--- config.mk ---
export PLATFORM = sky130hd
export DESIGN_NAME = pipe_sched_flat
export DESIGN_NICKNAME = d
export VERILOG_FILES = /design/src/rtl/pipe_sched_if.sv /design/src/rtl/pipe_sched.sv /design/src/flat_wrapper.sv
export SDC_FILE = /design/constraint.sdc
export NUM_CORES = 1
export LEC_CHECK = 0
export BUFFER_PORTS_ARGS = -buffer_cell sky130_fd_sc_hd__buf_4
export CORE_ASPECT_RATIO = 1.75
export CORE_MARGIN = 3
export CORE_UTILIZATION = 42
export CTS_CLUSTER_SIZE = 30
export DETAILED_ROUTE_END_ITERATION = 16
export PLACE_DENSITY = 0.85
export SYNTH_ARGS = -nofsm -noshare
export SYNTH_HDL_FRONTEND = slang
export SYNTH_SLANG_ARGS = --single-unit
export TNS_END_PERCENT = 20
--- constraint.sdc ---
create_clock -name clk -period 2.72 [get_ports clk]
set_input_delay 0.408 -clock clk [delete_from_list [all_inputs] [get_ports clk]]
set_output_delay 0.408 -clock clk [all_outputs]
set_load 0.1 [all_outputs]
--- src/rtl/pipe_sched_if.sv ---
// Request/response bundle between requesters and the pipe scheduler.
// master = requester side, slave = scheduler side.
interface pipe_sched_if #(
  parameter int NREQ = 2,
  parameter int IDW  = (NREQ > 2) ? $clog2(NREQ) : 1
);
  logic [NREQ-1:0]    req_valid;
  logic [NREQ-1:0]    req_ready;
  logic [2*NREQ-1:0]  req_cf;
  logic [16*NREQ-1:0] req_data0;
  logic [16*NREQ-1:0] req_data1;

  logic               rsp_valid;
  logic [IDW-1:0]     rsp_id;
  logic [15:0]        rsp_data0;
  logic [15:0]        rsp_data1;

  modport master (
    output req_valid, req_cf, req_data0, req_data1,
    input  req_ready, rsp_valid, rsp_id, rsp_data0, rsp_data1
  );

  modport slave (
    input  req_valid, req_cf, req_data0, req_data1,
    output req_ready, rsp_valid, rsp_id, rsp_data0, rsp_data1
  );
endinterface

--- src/rtl/pipe_sched.sv ---
// Round-robin scheduler sharing one scaling pipe; accept T -> pipe_en T+1 -> tagged rsp T+1+LAT.
// One grant per cycle via valid/ready; responses are single-cycle strobes with no backpressure.
module pipe_sched #(
  parameter int NREQ = 2,
  parameter int LAT  = 2
) (
  input  logic        clk,
  input  logic        rst,
  input  logic        cfg_enable,
  pipe_sched_if.slave bus,
  output logic        pipe_rst_n,
  output logic        pipe_en,
  output logic [1:0]  pipe_cf,
  output logic [15:0] pipe_data0,
  output logic [15:0] pipe_data1,
  input  logic [15:0] pipe_rdata0,
  input  logic [15:0] pipe_rdata1,
  output logic        busy,
  output logic [15:0] issue_cnt
);
  localparam int IDW = (NREQ > 2) ? $clog2(NREQ) : 1;

  logic [IDW-1:0] ptr;
  logic [IDW-1:0] scan_id;
  logic [IDW-1:0] gnt_id;
  logic           gnt_any;
  logic [1:0]     sel_cf;
  logic [15:0]    sel_data0;
  logic [15:0]    sel_data1;
  logic [IDW-1:0] issue_id;
  logic [LAT-1:0] tag_vld;
  logic [IDW-1:0] tag_id [LAT];

  // Scan from lowest priority up to ptr so the last hit is the winner.
  always_comb begin
    gnt_any = 1'b0;
    gnt_id  = '0;
    scan_id = '0;
    for (int k = NREQ - 1; k >= 0; k--) begin
      scan_id = IDW'((int'(ptr) + k) % NREQ);
      if (bus.req_valid[scan_id]) begin
        gnt_any = 1'b1;
        gnt_id  = scan_id;
      end
    end
    if (rst || !cfg_enable) begin
      gnt_any = 1'b0;
    end
  end

  assign bus.req_ready = gnt_any ? (NREQ'(1) << gnt_id) : '0;

  always_comb begin
    sel_cf    = bus.req_cf[int'(gnt_id) * 2 +: 2];
    sel_data0 = bus.req_data0[int'(gnt_id) * 16 +: 16];
    sel_data1 = bus.req_data1[int'(gnt_id) * 16 +: 16];
  end

  always_ff @(posedge clk) begin
    if (rst) begin
      ptr        <= '0;
      pipe_en    <= 1'b0;
      pipe_cf    <= '0;
      pipe_data0 <= '0;
      pipe_data1 <= '0;
      issue_id   <= '0;
      issue_cnt  <= '0;
      tag_vld    <= '0;
      for (int s = 0; s < LAT; s++) begin
        tag_id[s] <= '0;
      end
    end else begin
      pipe_en <= gnt_any;
      if (gnt_any) begin
        ptr        <= (gnt_id == IDW'(NREQ - 1)) ? '0 : gnt_id + IDW'(1);
        pipe_cf    <= sel_cf;
        pipe_data0 <= sel_data0;
        pipe_data1 <= sel_data1;
        issue_id   <= gnt_id;
        issue_cnt  <= issue_cnt + 16'd1;
      end
      // Tags march alongside the pipe so the id lines up with pipe_rdata.
      tag_vld[0] <= pipe_en;
      tag_id[0]  <= issue_id;
      for (int s = 1; s < LAT; s++) begin
        tag_vld[s] <= tag_vld[s-1];
        tag_id[s]  <= tag_id[s-1];
      end
    end
  end

  assign pipe_rst_n    = ~rst;
  assign bus.rsp_valid = tag_vld[LAT-1];
  assign bus.rsp_id    = tag_id[LAT-1];
  assign bus.rsp_data0 = pipe_rdata0;
  assign bus.rsp_data1 = pipe_rdata1;
  assign busy          = pipe_en | (|tag_vld);

  a_grant_onehot: assert property (@(posedge clk) $onehot0(bus.req_ready));
  a_grant_valid:  assert property (@(posedge clk) (bus.req_ready & ~bus.req_valid) == '0);
endmodule

--- src/flat_wrapper.sv ---
// flat-port wrapper written by rule: the top's interface ports become plain ports
module pipe_sched_flat 
#(
  parameter int NREQ = 2,
  parameter int LAT  = 2
)
  (clk, rst, cfg_enable, pipe_rst_n, pipe_en, pipe_cf, pipe_data0, pipe_data1, pipe_rdata0, pipe_rdata1, busy, issue_cnt, bus_req_valid, bus_req_cf, bus_req_data0, bus_req_data1, bus_req_ready, bus_rsp_valid, bus_rsp_id, bus_rsp_data0, bus_rsp_data1);
  pipe_sched_if #(.NREQ(NREQ)) bus_i ();
  input  logic clk;
  input  logic rst;
  input  logic cfg_enable;
  output logic pipe_rst_n;
  output logic pipe_en;
  output logic [1:0] pipe_cf;
  output logic [15:0] pipe_data0;
  output logic [15:0] pipe_data1;
  input  logic [15:0] pipe_rdata0;
  input  logic [15:0] pipe_rdata1;
  output logic busy;
  output logic [15:0] issue_cnt;
  input wire logic [$bits(bus_i.req_valid)-1:0] bus_req_valid;
  input wire logic [$bits(bus_i.req_cf)-1:0] bus_req_cf;
  input wire logic [$bits(bus_i.req_data0)-1:0] bus_req_data0;
  input wire logic [$bits(bus_i.req_data1)-1:0] bus_req_data1;
  output wire logic [$bits(bus_i.req_ready)-1:0] bus_req_ready;
  output wire logic [$bits(bus_i.rsp_valid)-1:0] bus_rsp_valid;
  output wire logic [$bits(bus_i.rsp_id)-1:0] bus_rsp_id;
  output wire logic [$bits(bus_i.rsp_data0)-1:0] bus_rsp_data0;
  output wire logic [$bits(bus_i.rsp_data1)-1:0] bus_rsp_data1;
  assign bus_i.req_valid = bus_req_valid;
  assign bus_i.req_cf = bus_req_cf;
  assign bus_i.req_data0 = bus_req_data0;
  assign bus_i.req_data1 = bus_req_data1;
  assign bus_req_ready = bus_i.req_ready;
  assign bus_rsp_valid = bus_i.rsp_valid;
  assign bus_rsp_id = bus_i.rsp_id;
  assign bus_rsp_data0 = bus_i.rsp_data0;
  assign bus_rsp_data1 = bus_i.rsp_data1;
  pipe_sched #(.NREQ(NREQ), .LAT(LAT)) u_core (.clk(clk), .rst(rst), .cfg_enable(cfg_enable), .bus(bus_i), .pipe_rst_n(pipe_rst_n), .pipe_en(pipe_en), .pipe_cf(pipe_cf), .pipe_data0(pipe_data0), .pipe_data1(pipe_data1), .pipe_rdata0(pipe_rdata0), .pipe_rdata1(pipe_rdata1), .busy(busy), .issue_cnt(issue_cnt));
endmodule
# ---- After elaboration in Yosys (flattened, before gate mapping)
# Memory sizes are Yosys's and may differ from the RTL's.
# Index checks and enable logic that the tools add are counted.
# W data, S select, Z words.
dict set report word_totals {
  out_inout_bits 89
  in_bits 105
  memories 1
  ram_bits 2
  reg_bits 55
}
dict set report op_classes {
  muxes 16
  shift 4
  reduce_logical 3
  magnitude_cmp 2
  bitwise 4
  addsub 3
}
# name words width read_ports rd_ports_with_merged_regs wr line_no
set mem_list {}
lappend mem_list {u_core.tag_id 2 1 2 0 2 pipe_sched.sv:32} ;# logic [IDW-1:0] tag_id [LAT];
# cell count
set op_table {}
lappend op_table {{$shiftx A32 B6 Y16} 2}
lappend op_table {{$add A16 B1 Y16 const B} 1}
lappend op_table {{$mux W1} 15}
lappend op_table {{$lt A1 B2 Y1 const B} 2}
lappend op_table {{$shiftx A4 B3 Y2} 1}
lappend op_table {{$or A1 B1 Y1} 3}
lappend op_table {{$add A1 B1 Y1 const B} 2}
lappend op_table {{$mux W2} 1}
lappend op_table {{$reduce_or A2 Y1} 1}
lappend op_table {{$shl A1 B1 Y2 const A} 1}
lappend op_table {{$logic_not A1 Y1} 1}
lappend op_table {{$logic_or A1 B1 Y1} 1}
lappend op_table {{$not A1 Y1} 1}

# ---- Depth between registers and ports, before layout
# Gate-level depths: netlist of run 1.
dict set report logic_depth {
  depth_word 7
  depth_mapped 6
  ltp_nobuf 5
}

# ---- Least setup slack after synthesis of run 1
# OpenSTA, ideal clock, no wires.
dict set report synth_timing {
  path_type {register to register}
  startpoint {register u_core.issue_cnt[0]}
  endpoint {register u_core.issue_cnt[14]}
  period_less_slack_ns 2.597
  t_arrival_ns 2.527
  n_path_buf 0
  required_ns 2.650
  path_stages_with_launch 6
  setup_time_ns 0.070
  slack_ns 0.123
  path_cell_list {dfxtp_1 -> ha_1 -> nand3_1 -> or4_1 -> or4_1 -> a21oi_1}
}
dict set report synth_between {
  elab_chain_len 1
}
# element line_no
set synth_lines {}
lappend synth_lines {{start: declaration} pipe_sched.sv:19} ;# output logic [15:0] issue_cnt
lappend synth_lines {{start signal: assignment} pipe_sched.sv:80} ;# issue_cnt <= issue_cnt + 16'd1;
lappend synth_lines {{$add A16 B1 Y16} pipe_sched.sv:80}
# No other way between the ends.
# A chain may end at the register's enable or synchronous reset.

# ---- Worst setup path in the final report of run 1
# Ends and elaborated chain as after synthesis.

==> results of run 1 <==
==> final timing paths <==
check | start | to | slack [ps]
setup / recovery | u_core.issue_cnt[0] | u_core.issue_cnt[14] | 700
hold / removal | bus_req_data0[30] | u_core.pipe_data0[14] | 320
hold reg to reg | u_core.tag_id[0][0] | u_core.tag_id[0][1] | 440
setup reg to reg | u_core.issue_cnt[0] | u_core.issue_cnt[14] | 700
==> metrics by stage <==
stage | setup WS, ps | std cells | cell area, sq um
after floorplan | 123 | 260 | 2430
after global placement | 677 | 418 | 3210
after detailed placement | 624 | 418 | 3210
after CTS | 709 | 432 | 3380
after global routing | 591 | 432 | 3380
final | 701 | 432 | 3380
==> cells by family (layout without fill, tap and decap cells) <==
kind of cell	count (synthesis)	after routing	share of synthesized area, %
xor gates and xnor gates	7	7	2.52
AOI/OAI and AO/OA	55	55	19.4
and+or+nand+nor	83	83	16.5
buffers and inverters	57	153	14.1
DFF	57	57	47.0
adders and majority gates	1	1	0.515
==> routing by layer <==
metal | wire length (um) | part of all wire, %
met1 | 2480 | 36
met5 | 0 | 0
met4 | 243 | 3.5
met2 | 3670 | 54
met3 | 455 | 6.6
==> cell usage in the layout (no fill, tap or decap), drive strengths merged, types with 6 or more instances in the layout <==
cell / instances
a222oi: 34
inv: 6
buf: 133
nand3: 6
clkbuf: 14
nand2: 6
xnor2: 7
a21oi: 9
dfxtp: 57
nor2: 43
==> cell type report <==
type / instances / area, sq um / share of cell area [%]
sequential: 57 / 1140 / 33.8
timing repair buffer: 133 / 998 / 29.6
multi-input combinational: 146 / 957 / 28.3
clock buffer: 14 / 163 / 4.82
tap: 76 / 95.1 / 2.82
inverter: 6 / 22.5 / 0.667
==> cell usage after synthesis (all sizes together) <==
master | number | area, sq um
clkbuf | 17 | 63.8
buf | 34 | 256
a222oi | 34 | 340
and3 | 2 | 12.5
xnor2 | 7 | 61.3
o31ai | 3 | 22.5
nor3 | 2 | 10.0
nand3 | 6 | 30.0
nand4 | 3 | 18.8
a21oi | 9 | 45.0
o211a | 1 | 10.0
nand2b | 1 | 13.8
or4 | 5 | 37.5
ha | 1 | 12.5
nor2b | 5 | 31.3
dfxtp | 57 | 1140
or3 | 5 | 31.3
a211oi | 1 | 12.5
inv | 6 | 22.5
nor2 | 43 | 161
nor4 | 4 | 25.0
o21ai | 5 | 25.0
nor3b | 1 | 7.51
a21o | 2 | 15.0
nand2 | 6 | 22.5
==> worst reg2reg max path, stage by stage, from the launching register on <==
cell and delay (ps):
dfxtp_1 430, ha_1 210, nand3_1 150, or4_1 580, or4_1 430, a21oi_1 150
==> flip-flops by register name, summed over array words and instances (netlist names) <==
name               flops
u_core.tag_id          2
u_core.pipe_cf         2
u_core.pipe_en         1
u_core.tag_vld         2
u_core.pipe_data1     16
u_core.issue_cnt      16
u_core.pipe_data0     16
u_core.issue_id        1
u_core.ptr             1
==> power groups by stage <==
stage | logic (W) | clock network (W) | registers (W)
6_report | 0.000454 | 0.000668 | 0.000883
5_1_grt | 0.000474 | 0.000728 | 0.000886
4_1_cts | 0.000455 | 0.000693 | 0.000883
3_5_place_dp | 0.000455 | 0 | 0.000901
3_3_place_gp | 0.000450 | 0 | 0.000901
2_1_floorplan | 0.000328 | 0 | 0.00110
==> results by group, run 1 <==
Run status
  • Status: complete, no violations

Routing
  • Via count: 2394
  • Final ANT Viol Nets: 0
  • Wire length per cell: 15.9 um
  • Post-route DRC violation count: 0
  • DR iter-0 viols: 239
  • Routed wire length: 6850 um
  • Vias per std cell: 5.54
  • TritonRoute pass-1 iters: 8

Synth
  • Post-Syn Instances: 260
  • Register area share after synthesis: 47.0%
  • Synth cell types: 27
  • Yosys reg bits: 57
  • Mapped Nets: 366
  • Cell area after synthesis: 2430 sq um
  • Avg Inst Size Synth: 9.35 sq um
  • Synth warn: 0

STA
  • Worst rel slew slack: 61.8%
  • Tightest Pin Transition: 574 ps
  • Final Hold Fails: 0
  • Hold Slack: 318 ps
  • Final setup fails: 0
  • Crit path time final: 2020 ps
  • RSZ-0062 raised after global routing: no
  • Max Clk Rate: 0.495 GHz
  • Setup TNS: 0 ps
  • Max-slew violation count: 0
  • Clock Skews: 4.59 ps
  • Final worst path period share: 74.2%

Floorplanning
  • Die boundary height: 107 um
  • # rows: 36
  • DIE AREA: 6770 sq um
  • Initial Util: 43.5%
  • Area of the core: 5590 sq um
  • Die width: 63.5 um
  • IO Count: 194

Finish
  • Final net count: 459
  • Layout area overhead: 39.0%
  • Post-layout util: 60.5%
  • # diodes: 0
  • Share of layout cells above drive strength 1: 41.3%
  • Fill cells: 507

CTS
  • Worst skew pair latency: 320 ps
  • H-tree levels: 3
  • Root Driver: clkbuf_8
  • Inserted Clock Buffers: 9
  • Post-CTS Hold Fix Bufs: 0
  • CTS max path bufs: 2
  • Setup Buffers After CTS: 0
  • Clock sink total: 57
  • Clock Pin Slew Worst Setup and Hold Paths: 60 ps
  • CTS tree: built
  • Post-cts sizing count: 0

Setup path
  • WS Path Type: reg2reg
  • R2R cell count: 5
  • Worst Setup End Kind: register
  • CP max stage delay: 580 ps
  • Startpoint Class: register
  • Worst path depth: 5
  • WP data arrival: 2270 ps
  • Crit path buf inv count: 0
  • Worst path required time: 2970 ps
  • Worst-path cell chain: ha_1 -> nand3_1 -> or4_1 -> or4_1 -> a21oi_1
  • Cell mode on critical path: or4_1
  • Top delay family on crit path: simple AND/OR/NAND/NOR gates
  • Max Fanout on Critical Path: 6
  • Worst path slowest cell: or4_1

Power and ir drop
  • Power per Cell Area: 594 nW/um^2
  • Sw frac: 31.2%
  • Clock Power Share: 33.3%
  • VDD IR max: 0.344 mV
  • Net Switching: 0.000626 W
  • Total Power: 0.00201 W
  • Comb power frac: 22.6%
  • Static leakage: 1.51 nW
  • Cell internal pwr: 0.00138 W
  • Sequential share of power: 44.0%

Global routing
  • Total track usage: 20.0%
  • Total grt overflow: 0
  • Initial antenna violation count: 0
  • Met2 Use GR: 36.4%
  • Grt peak-use layer: met2
  • First-pass GRT wire length: 10700 um
  • Pin count of the biggest net entering global routing: 57
  • Met3 GRT Util: 5.97%
  • Vias in the first global route: 2342
  • M1 GR Usage: 19.5%

Placed design
  • GPL Wtd Cong: 0.791
  • IO buf count: 129
  • Final HPWL DP: 4970 um

Worst hold path
  • Hold WC Path Type: in2reg
  • Hold depth: 3

Job
  • Max cap viols: 0
(Power assumes the default switching activity.)
==> run 2: changes to the inputs <==
- ABC_AREA: unset -> 1
- CORE_UTILIZATION: 42 -> 37
- PLACE_DENSITY: 0.85 -> 0.77
- clock period: 2.72 -> 1.75 ns (I/O delays scaled with it)
==> run 2 against run 1 <==
  * Hold slack lost 120 ps
  * Largest cell class unchanged
  * Critical path type is now reg2out
  * Critical endpoint is now bus_req_ready[0]
  * Register-to-register slack lost 400 ps
  * Synthesized cell count grew 33%
  * Worst setup slack lost 590 ps
  * Count of clock-buffer cells in the layout shrank 1
  * Largest power group is now the clock network
==> results by group, run 2 <==
STA
  • Final worst path period share: 93.8%
  • Final setup fails: 0
  • Crit path time final: 1640 ps
  • Clock Skews: 3.60 ps
  • Tightest Pin Transition: 401 ps
  • Worst rel slew slack: 73.2%
  • Max Clk Rate: 0.609 GHz
  • RSZ-0062 raised after global routing: no
  • Max-slew violation count: 0
  • Hold Slack: 199 ps
  • Final Hold Fails: 0

Synth
  • Yosys reg bits: 57
  • Register area share after synthesis: 43.2%
  • Cell area after synthesis: 2640 sq um
  • Most common library cells after synthesis: nand2_1 (86), dfxtp_1 (57), a21oi_1 (33)
  • Most common cell in the netlist: nand2_1
  • Synth top area share: 43.2%
  • Synth warn: 0
  • Proportion of synthesized flip-flops having asynchronous set or reset: 0%
  • Synth cell types: 24
  • Post-Syn Instances: 346
  • Area leader, netlist: dfxtp_1
  • Mapped Nets: 452
  • Avg Inst Size Synth: 7.64 sq um
  • Ys flop type: dfxtp_1
  • Largest cells by area after synthesis: dfxtp_1 (43%), nand2_1 (12%), buf_4 (9.1%)
  • Post-synth EDFFs: 0

Routing
  • DR iter-0 viols: 171
  • Post-route DRC violation count: 0
  • Vias per std cell: 4.94
  • Via count: 2639
  • Routed wire length: 7640 um
  • Final ANT Viol Nets: 0
  • Wire length per cell: 14.3 um
  • TritonRoute pass-1 iters: 4

Global routing
  • Total grt overflow: 0
  • M1 GR Usage: 17.7%
  • Grt peak-use layer: met2
  • Total track usage: 18.5%
  • Vias in the first global route: 2542
  • Initial antenna violation count: 0
  • Pin count of the biggest net entering global routing: 34
  • First-pass GRT wire length: 12000 um
  • Met2 Use GR: 32.3%
  • Met3 GRT Util: 5.04%

Floorplanning
  • Initial Util: 38.3%
  • # rows: 40
  • IO Count: 194
  • Die boundary height: 118 um
  • Die width: 69.9 um
  • DIE AREA: 8230 sq um
  • Area of the core: 6910 sq um

CTS
  • Worst skew pair latency: 330 ps
  • Clock sink total: 57
  • Root Driver: clkbuf_16
  • Post-CTS Hold Fix Bufs: 0
  • H-tree levels: 3
  • Inserted Clock Buffers: 9
  • CTS tree: built
  • Post-cts sizing count: 0
  • Clock Pin Slew Worst Setup and Hold Paths: 50 ps
  • Setup Buffers After CTS: 0
  • CTS max path bufs: 2

Placed design
  • GPL Wtd Cong: 0.819
  • Post-Place Cells: 519
  • Final HPWL DP: 5690 um
  • IO buf count: 129

Setup path
  • Crit path from: u_core.ptr
  • Worst path required time: 1490 ps
  • Startpoint Class: register
  • WS Path Type: reg2out
  • Max Fanout on Critical Path: 3
  • Worst Setup End Kind: output pin
  • WP data arrival: 1380 ps
  • FF-to-FF Start: u_core.issue_cnt[0]

Finish
  • Fill cells: 657
  • Biggest regs: u_core.issue_cnt x16, u_core.pipe_data0 x16, u_core.pipe_data1 x16
  • Final net count: 552
  • Most frequent cells in the layout: buf_4 (138), nand2_1 (85), dfxtp_1 (48)
  • # diodes: 0
  • Final Non-Filler Cells: 534
  • Commonest non-fill, non-tap cell in the layout: buf_4
  • Share of layout cells above drive strength 1: 37.8%
  • Layout area overhead: 42.0%
  • Multi-input gate area: 1070 sq um
  • Register area: 1160 sq um

Worst hold path
  • Hold WC Path Type: in2reg
  • Worst hold start: bus_req_data1[1]

Run status
  • Status: complete, no violations

Power and ir drop
  • VDD IR max: 0.628 mV
  • Power per Cell Area: 1020 nW/um^2
  • Static leakage: 1.66 nW

Job
  • Max cap viols: 0
==> run 2: path summary, 6_finish.rpt <==
path                          end  slack, ps  cells after the start
min          u_core.pipe_data1[1]        200                      3
max reg2reg  u_core.issue_cnt[14]        300                      8
min reg2reg   u_core.tag_id[0][1]        410                      2
max              bus_req_ready[0]        110                      6
==> run 2: critical path: stages (launching register included) <==
cell,delay (ps)
dfxtp_1,290
inv_1,60
nand2_1,50
nand2_1,130
inv_1,90
nor2_4,130
buf_4,310
==> run 2: through the flow <==
step / setup TNS (ps) / total power, W / util, % / cell area (sq um) / setup WS [ps]
6_report: 0 / 0.00382 / 54.3 / 3750 / 109
5_1_grt: 0 / 0.00396 / 54.3 / 3750 / 43.8
4_1_cts: 0 / 0.00386 / 54.3 / 3750 / 86.7
3_5_place_dp: 0 / 0.00217 / 50.1 / 3460 / 211
3_3_place_gp: 0 / 0.00216 / 50.1 / 3460 / 244
2_1_floorplan: -298 / 0.00227 / - / 2660 / -123
==> run 2: cells by family after synthesis <==
group / after synthesis / synth area share [%]
compound gates: 75 / 17.3
fa+ha+maj: 1 / 0.473
flops: 57 / 43.2
simple gates: 139 / 21.9
xor+xnor: 2 / 0.663
buf+inv: 72 / 16.5
==> run 2: layer usage <==
layer	share of wire, %	routed length [um]	vias to the layer above
met5	0	0	-
met4	6.0	461	0
met3	6.5	494	39
met2	53	4090	92
met1	34	2600	1199
li1	-	-	1309
==> run 2: final cells by class <==
type	count	area share (%)
Clock buffer	13	7.50
Clock inverter	2	0.267
Inverter	23	2.33
Multi-Input combinational cell	217	28.6
Sequential cell	57	30.8
Tap cell	84	2.80
Timing Repair Buffer	138	27.6
==> run 2: power breakdown <==
group          internal [W]  switching (W)
combinational      0.000227       0.000533
sequential          0.00135      0.0000277
clock               0.00111       0.000571
